`config.mk`:
```
export PLATFORM = sky130hd
export DESIGN_NAME = i2c_slave_regs
export DESIGN_NICKNAME = d
export VERILOG_FILES = /design/src/rtl/i2c_slave_regs.sv
export SDC_FILE = /design/constraint.sdc
export NUM_CORES = 1
export LEC_CHECK = 0
export ABC_CLOCK_PERIOD_IN_PS = 2700
export CORE_ASPECT_RATIO = 1.2
export CORE_MARGIN = 8
export CORE_UTILIZATION = 55
export CTS_CLUSTER_SIZE = 25
export DETAILED_ROUTE_END_ITERATION = 7
export GPL_TIMING_DRIVEN = 1
export PLACE_DENSITY_LB_ADDON = 0.1
export SKIP_CTS_REPAIR_TIMING = 1
export SYNTH_ARGS = -nofsm -noshare
export SYNTH_HDL_FRONTEND = slang
export SYNTH_SLANG_ARGS = --single-unit
```
`constraint.sdc`:
```
create_clock -name clk -period 2.7 [get_ports clk]
set_clock_uncertainty 0.2 [all_clocks]
set_input_delay 0.675 -clock clk [delete_from_list [all_inputs] [get_ports clk]]
set_output_delay 0.675 -clock clk [all_outputs]
set_load 0.01 [all_outputs]
```
`src/rtl/i2c_slave_regs.sv`:
```
// I2C target exposing a byte-addressed register window to a host-side register port.
// SCL is input only (no clock stretching); SDA is open-drain through sda_o/sda_t.
module i2c_slave_regs #(
  parameter logic [6:0]  DEV_ADDR  = 7'h50,
  parameter int unsigned PTR_WIDTH = 8
) (
  input  logic                 clk,
  input  logic                 rst,
  input  logic                 enable,
  input  logic                 scl_i,
  input  logic                 sda_i,
  output logic                 sda_o,
  output logic                 sda_t,
  output logic [PTR_WIDTH-1:0] reg_addr,
  output logic [7:0]           reg_wdata,
  output logic                 reg_we,
  output logic                 reg_rd,
  input  logic [7:0]           reg_rdata,
  output logic                 busy,
  output logic                 bus_active
);

  typedef enum logic [3:0] {
    S_IDLE, S_ADDR, S_ADDR_ACK, S_PTR, S_PTR_ACK,
    S_WDATA, S_WDATA_ACK, S_RDATA, S_RDATA_ACK, S_WAIT
  } state_t;

  state_t               state, state_nxt;
  logic                 scl_m, scl_s, scl_q;
  logic                 sda_m, sda_s, sda_q;
  logic                 scl_rise, scl_fall, start_ev, stop_ev;
  logic [2:0]           cnt, cnt_nxt;
  logic [7:0]           sr, sr_nxt;
  logic                 full, full_nxt;
  logic [7:0]           byte_in;
  logic                 last_bit, addr_hit;
  logic                 sda_t_nxt, reg_we_nxt, reg_rd_nxt, busy_nxt, bus_active_nxt;
  logic [PTR_WIDTH-1:0] reg_addr_nxt;
  logic [7:0]           reg_wdata_nxt;

  assign sda_o = 1'b0;

  // Two-flop synchronisers plus one compare stage for edge detection
  always_ff @(posedge clk) begin
    if (rst) begin
      scl_m <= 1'b1; scl_s <= 1'b1; scl_q <= 1'b1;
      sda_m <= 1'b1; sda_s <= 1'b1; sda_q <= 1'b1;
    end else begin
      scl_m <= scl_i; scl_s <= scl_m; scl_q <= scl_s;
      sda_m <= sda_i; sda_s <= sda_m; sda_q <= sda_s;
    end
  end

  assign scl_rise = scl_s & ~scl_q;
  assign scl_fall = ~scl_s & scl_q;
  assign start_ev = scl_s & scl_q & sda_q & ~sda_s;
  assign stop_ev  = scl_s & scl_q & ~sda_q & sda_s;
  assign byte_in  = {sr[6:0], sda_s};
  assign last_bit = (cnt == 3'd7);
  assign addr_hit = enable && (byte_in[7:1] == DEV_ADDR);

  // State register and registered outputs
  always_ff @(posedge clk) begin
    if (rst) begin
      state      <= S_IDLE;
      cnt        <= '0;
      sr         <= '0;
      full       <= 1'b0;
      sda_t      <= 1'b1;
      reg_addr   <= '0;
      reg_wdata  <= '0;
      reg_we     <= 1'b0;
      reg_rd     <= 1'b0;
      busy       <= 1'b0;
      bus_active <= 1'b0;
    end else begin
      state      <= state_nxt;
      cnt        <= cnt_nxt;
      sr         <= sr_nxt;
      full       <= full_nxt;
      sda_t      <= sda_t_nxt;
      reg_addr   <= reg_addr_nxt;
      reg_wdata  <= reg_wdata_nxt;
      reg_we     <= reg_we_nxt;
      reg_rd     <= reg_rd_nxt;
      busy       <= busy_nxt;
      bus_active <= bus_active_nxt;
    end
  end

  // Next-state decode; START and STOP override every state
  always_comb begin
    state_nxt = state;
    if (start_ev) begin
      state_nxt = S_ADDR;
    end else if (stop_ev) begin
      state_nxt = S_IDLE;
    end else begin
      case (state)
        S_ADDR: begin
          if (scl_rise && last_bit && !addr_hit) state_nxt = S_WAIT;
          else if (scl_fall && full)             state_nxt = S_ADDR_ACK;
        end
        S_ADDR_ACK:  if (scl_fall) state_nxt = sr[0] ? S_RDATA : S_PTR;
        S_PTR:       if (scl_fall && full) state_nxt = S_PTR_ACK;
        S_PTR_ACK:   if (scl_fall) state_nxt = S_WDATA;
        S_WDATA:     if (scl_fall && full) state_nxt = S_WDATA_ACK;
        S_WDATA_ACK: if (scl_fall) state_nxt = S_WDATA;
        S_RDATA:     if (scl_fall && last_bit) state_nxt = S_RDATA_ACK;
        S_RDATA_ACK: if (scl_fall) state_nxt = sr[0] ? S_WAIT : S_RDATA;
        default:     state_nxt = state;
      endcase
    end
  end

  // Next values of the shift/count datapath and all registered outputs
  always_comb begin
    cnt_nxt        = cnt;
    sr_nxt         = sr;
    full_nxt       = full;
    sda_t_nxt      = sda_t;
    reg_addr_nxt   = reg_addr;
    reg_wdata_nxt  = reg_wdata;
    reg_we_nxt     = 1'b0;
    reg_rd_nxt     = 1'b0;
    busy_nxt       = busy;
    bus_active_nxt = bus_active;
    if (start_ev) begin
      cnt_nxt        = '0;
      full_nxt       = 1'b0;
      sda_t_nxt      = 1'b1;
      bus_active_nxt = 1'b1;
    end else if (stop_ev) begin
      cnt_nxt        = '0;
      full_nxt       = 1'b0;
      sda_t_nxt      = 1'b1;
      busy_nxt       = 1'b0;
      bus_active_nxt = 1'b0;
    end else begin
      // Host data is valid in the reg_rd cycle: capture it and drive its MSB
      if (reg_rd) begin
        sr_nxt    = reg_rdata;
        sda_t_nxt = reg_rdata[7];
      end
      case (state)
        S_ADDR, S_PTR, S_WDATA: begin
          if (scl_rise) begin
            sr_nxt  = byte_in;
            cnt_nxt = cnt + 3'd1;
            if (last_bit) begin
              full_nxt = 1'b1;
              if (state == S_ADDR && !addr_hit) busy_nxt = 1'b0;
              if (state == S_PTR) reg_addr_nxt = PTR_WIDTH'(byte_in);
              if (state == S_WDATA) begin
                reg_wdata_nxt = byte_in;
                reg_we_nxt    = 1'b1;
              end
            end
          end else if (scl_fall && full) begin
            full_nxt  = 1'b0;
            sda_t_nxt = 1'b0;
            if (state == S_ADDR)  busy_nxt = 1'b1;
            if (state == S_WDATA) reg_addr_nxt = reg_addr + PTR_WIDTH'(1);
          end
        end
        S_ADDR_ACK: begin
          if (scl_fall) begin
            cnt_nxt = '0;
            if (sr[0]) reg_rd_nxt = 1'b1;
            else       sda_t_nxt  = 1'b1;
          end
        end
        S_PTR_ACK, S_WDATA_ACK: begin
          if (scl_fall) begin
            cnt_nxt   = '0;
            sda_t_nxt = 1'b1;
          end
        end
        S_RDATA: begin
          if (scl_fall) begin
            if (last_bit) begin
              sda_t_nxt    = 1'b1;
              reg_addr_nxt = reg_addr + PTR_WIDTH'(1);
            end else begin
              sr_nxt    = {sr[6:0], 1'b0};
              sda_t_nxt = sr[6];
              cnt_nxt   = cnt + 3'd1;
            end
          end
        end
        S_RDATA_ACK: begin
          if (scl_rise) begin
            sr_nxt = byte_in;
          end else if (scl_fall) begin
            cnt_nxt = '0;
            if (sr[0]) busy_nxt   = 1'b0;
            else       reg_rd_nxt = 1'b1;
          end
        end
        default: ;
      endcase
    end
  end

endmodule

```
==> results of run 1 <==
[metrics by stage]
step	worst slack (ns)	cell area [sq um]	power [mW]	hold slack, ns
3_5_place_dp	0.0366	3040	0.781	0.192
5_1_grt	0.0758	3140	1.24	0.228
6_report	0.233	3140	1.19	0.212
4_1_cts	0.235	3140	1.20	0.211
2_1_floorplan	0.573	2580	0.731	0.189
3_3_place_gp	0.0801	3040	0.780	0.191
[critical path: stages (launching register included)]
cell	delay, ns
sky130_fd_sc_hd__dfxtp_1	0.35
sky130_fd_sc_hd__ha_1	0.16
sky130_fd_sc_hd__ha_1	0.37
sky130_fd_sc_hd__nand3b_2	0.26
sky130_fd_sc_hd__a2111oi_4	0.34
sky130_fd_sc_hd__o2111ai_2	0.26
sky130_fd_sc_hd__a311o_1	0.33
sky130_fd_sc_hd__a21oi_1	0.12
[layout make-up]
cell class | instances | area, sq um
multi-input cells | 237 | 1620
clock buffers | 7 | 86.3
inverters | 6 | 22.5
fillers | 403 | 1430
clock inverters | 1 | 5.00
repair buffers | 53 | 493
flip-flops and latches | 42 | 841
well taps | 58 | 72.6
[flip-flops by register name (all words and copies together) (netlist names)]
name,flops
bus_active,1
busy,1
cnt,3
full,1
reg_addr,8
reg_rd,1
reg_wdata,8
reg_we,1
scl_m,1
scl_q,1
scl_s,1
sda_m,1
sda_q,1
sda_s,1
sda_t,1
sr,7
state,4
[routing by layer]
layer	wire, um	part of all wire, %	track usage [%]
met2	3310	49	31.9
met5	0	0	0
met3	423	6.3	3.75
met1	2770	41	22.2
met4	189	2.8	8.98
[where the power goes]
group	internal (mW)	leakage, nW	switching [mW]
registers	0.627	0.340	0.0120
logic	0.0567	0.857	0.0730
clock network	0.206	0.0482	0.214
total	0.890	1.25	0.299
[synthesized netlist by cell type (3+ instances only)]
cell	number
sky130_fd_sc_hd__mux2i_1	12
sky130_fd_sc_hd__nor2_1	36
sky130_fd_sc_hd__ha_1	3
sky130_fd_sc_hd__a2111oi_2	7
sky130_fd_sc_hd__a21oi_1	21
sky130_fd_sc_hd__o22ai_1	3
sky130_fd_sc_hd__nand3b_1	9
sky130_fd_sc_hd__nor2b_1	8
sky130_fd_sc_hd__buf_2	10
sky130_fd_sc_hd__dfxtp_1	42
sky130_fd_sc_hd__nand2b_1	4
sky130_fd_sc_hd__mux2_2	4
sky130_fd_sc_hd__or2_2	6
sky130_fd_sc_hd__a31oi_1	3
sky130_fd_sc_hd__a211oi_1	3
sky130_fd_sc_hd__nand3_1	7
sky130_fd_sc_hd__clkbuf_1	7
sky130_fd_sc_hd__and3_1	7
sky130_fd_sc_hd__inv_1	6
sky130_fd_sc_hd__nand2_1	26
sky130_fd_sc_hd__o21ai_0	25
[final timing paths]
path,cells after the start,startpoint,end
max,7,cnt[0]$_SDFFE_PP0P_,state[3]$_SDFFE_PP0P_
min,1,scl_m$_SDFF_PP1_,scl_s$_SDFF_PP1_
max reg2reg,7,cnt[0]$_SDFFE_PP0P_,state[3]$_SDFFE_PP0P_
min reg2reg,1,scl_m$_SDFF_PP1_,scl_s$_SDFF_PP1_
[cell families (layout without fill, tap and decap cells)]
logic type / count (synthesis) / in the layout / share of synthesized area [%]
and+or+nand+nor: 122 / 122 / 25.5
AOI/OAI and AO/OA: 94 / 94 / 28.7
DFF: 42 / 42 / 32.6
buffers and inverters: 27 / 67 / 4.85
muxes: 16 / 16 / 6.40
adders and majority gates: 3 / 3 / 1.45
other: 1 / 1 / 0.145
xor gates and xnor gates: 1 / 1 / 0.339
==> impl_metrics.env, run 1 <==
export IMPL_status="finished, final reports clean"
export IMPL_pleak_nw=1.25
export IMPL_share_of_the_cycle_needed_by_the_critical_path_after_routing_pct=91.4
export IMPL_floorplan_rows=27
export IMPL_final_hold_viol_count=0
export IMPL_cap_viol_max_count=0
export IMPL_core_area_sq_um=4560
export IMPL_postSynth_topFlopCell="sky130_fd_sc_hd__dfxtp_1"
export IMPL_post_synth_top_area_cell="sky130_fd_sc_hd__dfxtp_1"
export IMPL_synth_top_cell_area_share_pct=32.6
export IMPL_gp_routability_congestion=0.915
export IMPL_setup_viol_count_final=0
export IMPL_io_pins=35
export IMPL_cts_made_buffers=5
export IMPL_crit_path_start_kind="register"
export IMPL_tritoncts="built"
export IMPL_initial_utilization_pct=56.6
export IMPL_detailedRoute_firstPassIterationCount=4
export IMPL_synth_distinct_cells=67
export IMPL_post_syn_nets=322
export IMPL_synth_seq_area_share_pct=32.6
export IMPL_clock_slew_at_the_register_clock_pins_of_the_worst_setup_and_hold_paths_ns=0.08
export IMPL_grt_setup_unrepaired="false"
export IMPL_htree_levels=2
export IMPL_stdcell_count=404
export IMPL_crit_fanout=8
export IMPL_arrival_ns=2.49
export IMPL_grt_antenna_before_repair=0
export IMPL_cellPowerDensity_nw_per_um2=379
export IMPL_final_layout_size_suffix_gt1_share_pct=16.2
export IMPL_syn_mean_instance_area_sq_um=8.44
export IMPL_final_setup_tns_ns=0
export IMPL_placed_cells=396
export IMPL_post_synth_inst_count=306
export IMPL_synth_area_top_cells="sky130_fd_sc_hd__dfxtp_1 (33%), sky130_fd_sc_hd__nor2_1 (5.2%), sky130_fd_sc_hd__o21ai_0 (4.8%), sky130_fd_sc_hd__mux2i_1 (4.7%), sky130_fd_sc_hd__a2111oi_2 (4.1%)"
export IMPL_clockRootBuffer="sky130_fd_sc_hd__clkbuf_8"
export IMPL_first_global_vias=2333
export IMPL_mostFrequentLayoutCells="sky130_fd_sc_hd__dfxtp_1 (42), sky130_fd_sc_hd__nor2_1 (36), sky130_fd_sc_hd__clkdlybuf4s50_1 (33)"
export IMPL_remaining_drc_errors=0
export IMPL_slew_violations=0
export IMPL_synthArstFlopShare_pct=0
export IMPL_clock_path_buffers=2
export IMPL_clock_sink_count=42
export IMPL_achievable_frequency_ghz=0.405
export IMPL_mostFrequentLayoutCell="sky130_fd_sc_hd__dfxtp_1"
export IMPL_hold_class="register to register"
export IMPL_fin_nets=361
export IMPL_drt_wirelength_per_cell_um=16.5
export IMPL_timing_critical_path_required_ns=2.72
export IMPL_grt_first_pass_wirelength_mm=11.2
export IMPL_antenna_cells_inserted=0
export IMPL_grt_start_max_net_pins=21
export IMPL_grt_overflow_total=0
export IMPL_antenna_left=0
export IMPL_endpoint_type_of_the_worst_setup_path="register"
export IMPL_dieArea_sq_um=7150
export IMPL_path_class="register to register"
export IMPL_yosysWarningCount=0
export IMPL_gr_usage_all_layers_pct=18.9
export IMPL_dr_total_vias=2481
export IMPL_peakVddDrop_v=0.000203
export IMPL_timing_reg2reg_setup_slack_ns=0.23
export IMPL_clkLatencyLatePin_ns=0.29
export IMPL_period_needed_ns=2.47
export IMPL_floorplan_die_height_um=91.0
export IMPL_least_margin_pin_slew_ns=0.674
export IMPL_drt_vias_per_instance=6.14
export IMPL_routed_wl_mm=6.69
export IMPL_detail_route_iter0_violations=178
export IMPL_placement_io_buffers=33
export IMPL_synth_enable_flop_cells=0
export IMPL_hpwlAfterDp_mm=4.91
export IMPL_final_util_pct=68.8
export IMPL_max_slew_margin_rel_pct=55.1
export IMPL_post_synth_instance_area_sq_um=2580
export IMPL_postSynthRegisterBits=42
export IMPL_chipWidth_um=78.5
export IMPL_layout_area_overhead_vs_synth_pct=21.5
Power figures use the tool's default switching activity.
==> run 2, diff against run 1 <==
--- a/config.mk
+++ b/config.mk
@@ -7,11 +7,9 @@
 export LEC_CHECK = 0
 export ABC_CLOCK_PERIOD_IN_PS = 2700
 export CORE_ASPECT_RATIO = 1.2
-export CORE_MARGIN = 8
 export CORE_UTILIZATION = 55
 export CTS_CLUSTER_SIZE = 25
 export DETAILED_ROUTE_END_ITERATION = 7
-export GPL_TIMING_DRIVEN = 1
 export PLACE_DENSITY_LB_ADDON = 0.1
 export SKIP_CTS_REPAIR_TIMING = 1
 export SYNTH_ARGS = -nofsm -noshare
==> impl_metrics.env, run 2 (synthesis gave the netlist of run 1 again) <==
export IMPL_arrival_ns=2.43
export IMPL_post_layout_total_power_mw=1.24
export IMPL_hold_class="register to register"
export IMPL_setup_viol_count_final=0
export IMPL_gp_routability_congestion=0.904
export IMPL_area_of_all_placed_cells_without_fillers_sq_um=3090
export IMPL_grt_start_max_net_pins=31
export IMPL_floorplan_die_height_um=77.0
export IMPL_dieArea_sq_um=4970
export IMPL_slew_violations=0
export IMPL_clockRootBuffer="sky130_fd_sc_hd__clkbuf_8"
export IMPL_worst_r2r_cell_count=5
export IMPL_tritoncts="built"
export IMPL_placed_cell_area_sq_um=2980
export IMPL_antenna_cells_inserted=0
export IMPL_gr_usage_all_layers_pct=28.3
export IMPL_chipWidth_um=64.5
export IMPL_hpwlAfterDp_mm=4.66
export IMPL_clkLatencyLatePin_ns=0.30
export IMPL_clock_path_buffers=2
export IMPL_grt_overflow_total=0
export IMPL_detail_route_iter0_violations=227
export IMPL_fillCellCount=366
export IMPL_peakVddDrop_v=0.000268
export IMPL_first_global_vias=2294
export IMPL_htree_levels=2
export IMPL_place_ws_ns=-0.0442
export IMPL_grt_antenna_before_repair=0
export IMPL_endpoint_type_of_the_worst_setup_path="register"
export IMPL_drt_wirelength_per_cell_um=16.7
export IMPL_routed_wl_mm=6.63
export IMPL_fin_nets=355
export IMPL_placed_cells=388
export IMPL_cellPowerDensity_nw_per_um2=400
export IMPL_cp_slowest_stage_delay_ns=0.57
export IMPL_pleak_nw=1.22
export IMPL_mostFrequentLayoutCell="sky130_fd_sc_hd__dfxtp_1"
export IMPL_worst_setup_path_startpoint="scl_q$_SDFF_PP1_"
export IMPL_antenna_left=0
export IMPL_status="finished, final reports clean"
export IMPL_endpoint="reg_addr[2]$_SDFFE_PP0P_"
export IMPL_stdcell_count=396
export IMPL_path_class="register to register"
export IMPL_final_setup_tns_ns=0
export IMPL_final_util_pct=70.5
export IMPL_timing_critical_path_required_ns=2.67
export IMPL_dr_total_vias=2515
export IMPL_slowest_stage="sky130_fd_sc_hd__or2_1"
export IMPL_timing_reg2reg_setup_slack_ns=0.25
export IMPL_share_of_the_cycle_needed_by_the_critical_path_after_routing_pct=90.9
export IMPL_final_layout_size_suffix_gt1_share_pct=15.0
export IMPL_grt_setup_unrepaired="false"
export IMPL_core_area_sq_um=4390
export IMPL_least_margin_pin_slew_ns=0.678
export IMPL_reg_top3="reg_addr x8, reg_wdata x8, sr x7"
export IMPL_crit_fanout=19
export IMPL_clock_sink_count=42
export IMPL_worstReg2RegEnd="reg_addr[2]$_SDFFE_PP0P_"
export IMPL_initial_utilization_pct=58.8
export IMPL_drt_vias_per_instance=6.35
export IMPL_floorplan_rows=26
export IMPL_crit_reg2reg_launch="scl_q$_SDFF_PP1_"
export IMPL_final_setup_worst_slack_ns=0.246
export IMPL_max_slew_margin_rel_pct=54.8
export IMPL_achievable_frequency_ghz=0.407
export IMPL_grt_first_pass_wirelength_mm=11.0
export IMPL_io_pins=35
export IMPL_detailedRoute_firstPassIterationCount=5
export IMPL_remaining_drc_errors=0
export IMPL_placement_io_buffers=33
export IMPL_clock_slew_at_the_register_clock_pins_of_the_worst_setup_and_hold_paths_ns=0.08
export IMPL_layout_area_overhead_vs_synth_pct=19.9
export IMPL_cap_viol_max_count=0
export IMPL_crit_chain="nand2_1 -> or2_1 -> o2111ai_1 -> o21ai_0 -> a21oi_1"
export IMPL_final_hold_viol_count=0
export IMPL_crit_path_start_kind="register"
export IMPL_period_needed_ns=2.45
export IMPL_timing_hold_ws_ns=0.220
export IMPL_mostFrequentLayoutCells="sky130_fd_sc_hd__dfxtp_1 (42), sky130_fd_sc_hd__nor2_1 (36), sky130_fd_sc_hd__clkdlybuf4s50_1 (33)"
export IMPL_cts_made_buffers=5
## run 2: changes by cell type in the layout (fill, tap and decap cells not counted), sizes merged
cell    delta
buf        -6
clkbuf     +1
clkinv     -1
## run 2: report_power, final
| part | leakage [nW] | internal [mW] | total, mW | switching, mW |
|---|---|---|---|---|
| registers | 0.340 | 0.627 | 0.640 | 0.0132 |
| logic | 0.825 | 0.0549 | 0.128 | 0.0728 |
| clock network | 0.0575 | 0.258 | 0.471 | 0.213 |
| total | 1.22 | 0.940 | 1.24 | 0.299 |
## run 2: final cells by class
type | count | area [sq um] | area share (%)
clock buffers | 8 | 110 | 3.56
inverters | 6 | 22.5 | 0.728
multi-input cells | 237 | 1620 | 52.2
flip-flops and latches | 42 | 841 | 27.2
well taps | 56 | 70.1 | 2.26
repair buffers | 47 | 435 | 14.1
## run 2: worst min-delay path by stage
stage                      from          endpoint  slack (ns)  depth (start not counted)
3_5_place_dp   scl_m$_SDFF_PP1_  scl_s$_SDFF_PP1_        0.20                          1
4_1_cts        sda_m$_SDFF_PP1_  sda_s$_SDFF_PP1_        0.22                          1
5_1_grt        sda_m$_SDFF_PP1_  sda_s$_SDFF_PP1_        0.23                          1
2_1_floorplan  scl_m$_SDFF_PP1_  scl_s$_SDFF_PP1_        0.19                          1
3_3_place_gp   scl_m$_SDFF_PP1_  scl_s$_SDFF_PP1_        0.19                          1
6_report       sda_m$_SDFF_PP1_  sda_s$_SDFF_PP1_        0.22                          1
## run 2: critical path: cells and delay by family (launching register included)
| kind | cells | cell delay [ns] |
|---|---|---|
| AOI/OAI and AO/OA | 3 | 0.92 |
| DFF | 1 | 0.43 |
| and+or+nand+nor | 2 | 0.78 |
## run 2: metal layers
layer	track usage (%)	up-vias	wire length, um
li1	-	1202	-
met1	35.1	1170	2740
met2	48.6	128	3310
met3	3.57	15	399
met4	11.6	0	179
met5	0	-	0
==> run 3, diff against run 2 <==
--- a/config.mk
+++ b/config.mk
@@ -5,9 +5,9 @@
 export SDC_FILE = /design/constraint.sdc
 export NUM_CORES = 1
 export LEC_CHECK = 0
-export ABC_CLOCK_PERIOD_IN_PS = 2700
+export ABC_CLOCK_PERIOD_IN_PS = 3000
 export CORE_ASPECT_RATIO = 1.2
-export CORE_UTILIZATION = 55
+export CORE_UTILIZATION = 56
 export CTS_CLUSTER_SIZE = 25
 export DETAILED_ROUTE_END_ITERATION = 7
 export PLACE_DENSITY_LB_ADDON = 0.1
==> constraint.sdc (replaced) <==
create_clock -name clk -period 3 [get_ports clk]
set_clock_uncertainty 0.2 [all_clocks]
set_input_delay 0.75 -clock clk [delete_from_list [all_inputs] [get_ports clk]]
set_output_delay 0.75 -clock clk [all_outputs]
set_load 0.01 [all_outputs]
==> impl_metrics.env, run 3 (synthesis gave the netlist of run 1 again) <==
export IMPL_worstReg2RegEnd="sr[5]$_SDFFE_PP0P_"
export IMPL_critical_path_s_top_delay_family="compound AO/OA/AOI/OAI gates"
export IMPL_placed_cell_area_sq_um=2970
export IMPL_setup_viol_count_final=0
export IMPL_hpwlAfterDp_mm=4.63
export IMPL_reg_top3="reg_addr x8, reg_wdata x8, sr x7"
export IMPL_peakVddDrop_v=0.000267
export IMPL_clock_slew_at_the_register_clock_pins_of_the_worst_setup_and_hold_paths_ns=0.08
export IMPL_hold_depth=1
export IMPL_max_slew_margin_rel_pct=32.2
export IMPL_post_layout_total_power_mw=1.12
export IMPL_placement_io_buffers=33
export IMPL_cap_viol_max_count=0
export IMPL_area_of_all_placed_cells_without_fillers_sq_um=3080
export IMPL_mostFrequentLayoutCell="sky130_fd_sc_hd__dfxtp_1"
export IMPL_tritoncts="built"
export IMPL_timing_critical_path_required_ns=2.99
export IMPL_gr_usage_all_layers_pct=27.8
export IMPL_layout_area_overhead_vs_synth_pct=19.3
export IMPL_clkLatencyLatePin_ns=0.29
export IMPL_placed_cells=386
export IMPL_grt_first_pass_wirelength_mm=10.6
export IMPL_grt_setup_unrepaired="false"
export IMPL_crit_chain="nand2b_1 -> a21oi_1 -> o21ai_1 -> nor2_1 -> a2111oi_2"
export IMPL_floorplan_die_height_um=76.4
export IMPL_place_ws_ns=0.197
export IMPL_grt_start_max_net_pins=26
export IMPL_slew_violations=0
export IMPL_endpoint_type_of_the_worst_setup_path="register"
export IMPL_crit_fanout=13
export IMPL_floorplan_rows=26
export IMPL_drt_wirelength_per_cell_um=16.5
export IMPL_detail_route_iter0_violations=164
export IMPL_gp_routability_congestion=0.961
export IMPL_worst_r2r_cell_count=5
export IMPL_share_of_the_cycle_needed_by_the_critical_path_after_routing_pct=84.9
export IMPL_antenna_left=0
export IMPL_dr_total_vias=2457
export IMPL_whs_endpoint="scl_s$_SDFF_PP1_"
export IMPL_fin_nets=353
export IMPL_path_class="register to register"
export IMPL_first_global_vias=2243
export IMPL_clock_sink_count=42
export IMPL_routed_wl_mm=6.50
export IMPL_least_margin_pin_slew_ns=1.01
export IMPL_remaining_drc_errors=0
export IMPL_initial_utilization_pct=59.7
export IMPL_hold_class="register to register"
export IMPL_cp_slowest_stage_delay_ns=0.80
export IMPL_launch_point_of_the_worst_hold_path="scl_m$_SDFF_PP1_"
export IMPL_cts_made_buffers=5
export IMPL_timing_reg2reg_setup_slack_ns=0.45
export IMPL_final_hold_viol_count=0
export IMPL_final_layout_size_suffix_gt1_share_pct=14.5
export IMPL_drt_vias_per_instance=6.24
export IMPL_worstSetupPathDepth=5
export IMPL_chipWidth_um=64.0
export IMPL_final_setup_worst_slack_ns=0.452
export IMPL_clock_path_buffers=2
export IMPL_grt_antenna_before_repair=0
export IMPL_crit_reg2reg_launch="scl_q$_SDFF_PP1_"
export IMPL_cellPowerDensity_nw_per_um2=364
export IMPL_slowest_stage="sky130_fd_sc_hd__o21ai_1"
export IMPL_crit_path_start_kind="register"
export IMPL_io_pins=35
export IMPL_mostFrequentLayoutCells="sky130_fd_sc_hd__dfxtp_1 (42), sky130_fd_sc_hd__nor2_1 (36), sky130_fd_sc_hd__clkdlybuf4s50_1 (33)"
export IMPL_critPathBufInv=0
export IMPL_antenna_cells_inserted=0
export IMPL_final_setup_tns_ns=0
export IMPL_achievable_frequency_ghz=0.392
export IMPL_arrival_ns=2.54
export IMPL_clockRootBuffer="sky130_fd_sc_hd__clkbuf_8"
export IMPL_status="finished, final reports clean"
export IMPL_detailedRoute_firstPassIterationCount=4
export IMPL_pleak_nw=1.21
export IMPL_stdcell_count=394
export IMPL_core_area_sq_um=4330
export IMPL_grt_overflow_total=0
export IMPL_period_needed_ns=2.55
export IMPL_dieArea_sq_um=4890
export IMPL_htree_levels=2
[run 3: cell types whose count changed in the layout (fill, tap and decap cells not counted), sizes merged]
cell  change
buf       -2
[run 3: through the flow]
stage	hold WS (ns)	utilization (%)
floorplan	0.189	-
global route	0.241	71.2
detailed placement	0.200	68.6
CTS	0.219	71.2
finish	0.215	71.2
global placement	0.191	68.6
[run 3: report_power, final]
part	internal, mW	switching (mW)	total [mW]
sequential	0.564	0.00896	0.573
clock	0.233	0.199	0.431
combinational	0.0477	0.0682	0.116
total	0.844	0.276	1.12
[run 3: worst max path at each step]
| stage | startpoint | to | slack (ns) |
|---|---|---|---|
| floorplan | enable | state[1]$_SDFFE_PP0P_ | 0.80 |
| global placement | enable | state[1]$_SDFFE_PP0P_ | 0.24 |
| detailed placement | enable | state[1]$_SDFFE_PP0P_ | 0.20 |
| CTS | scl_q$_SDFF_PP1_ | sr[5]$_SDFFE_PP0P_ | 0.47 |
| global route | scl_q$_SDFF_PP1_ | sr[6]$_SDFFE_PP0P_ | 0.30 |
| finish | scl_q$_SDFF_PP1_ | sr[5]$_SDFFE_PP0P_ | 0.45 |
[run 3: layer usage]
metal  vias to the layer above  track usage, %  routed length [um]
met5                         -               0                   0
met4                         0            15.9                 172
met3                        15            3.89                 344
met2                        85            44.0                3190
met1                      1173            35.6                2790
li1                       1184               -                   -
[run 3: layout make-up]
cell class	count	area (sq um)
clock buffers	8	110
fillers	363	1250
inverters	6	22.5
multi-input cells	237	1620
flip-flops and latches	42	841
well taps	56	70.1
repair buffers	45	420
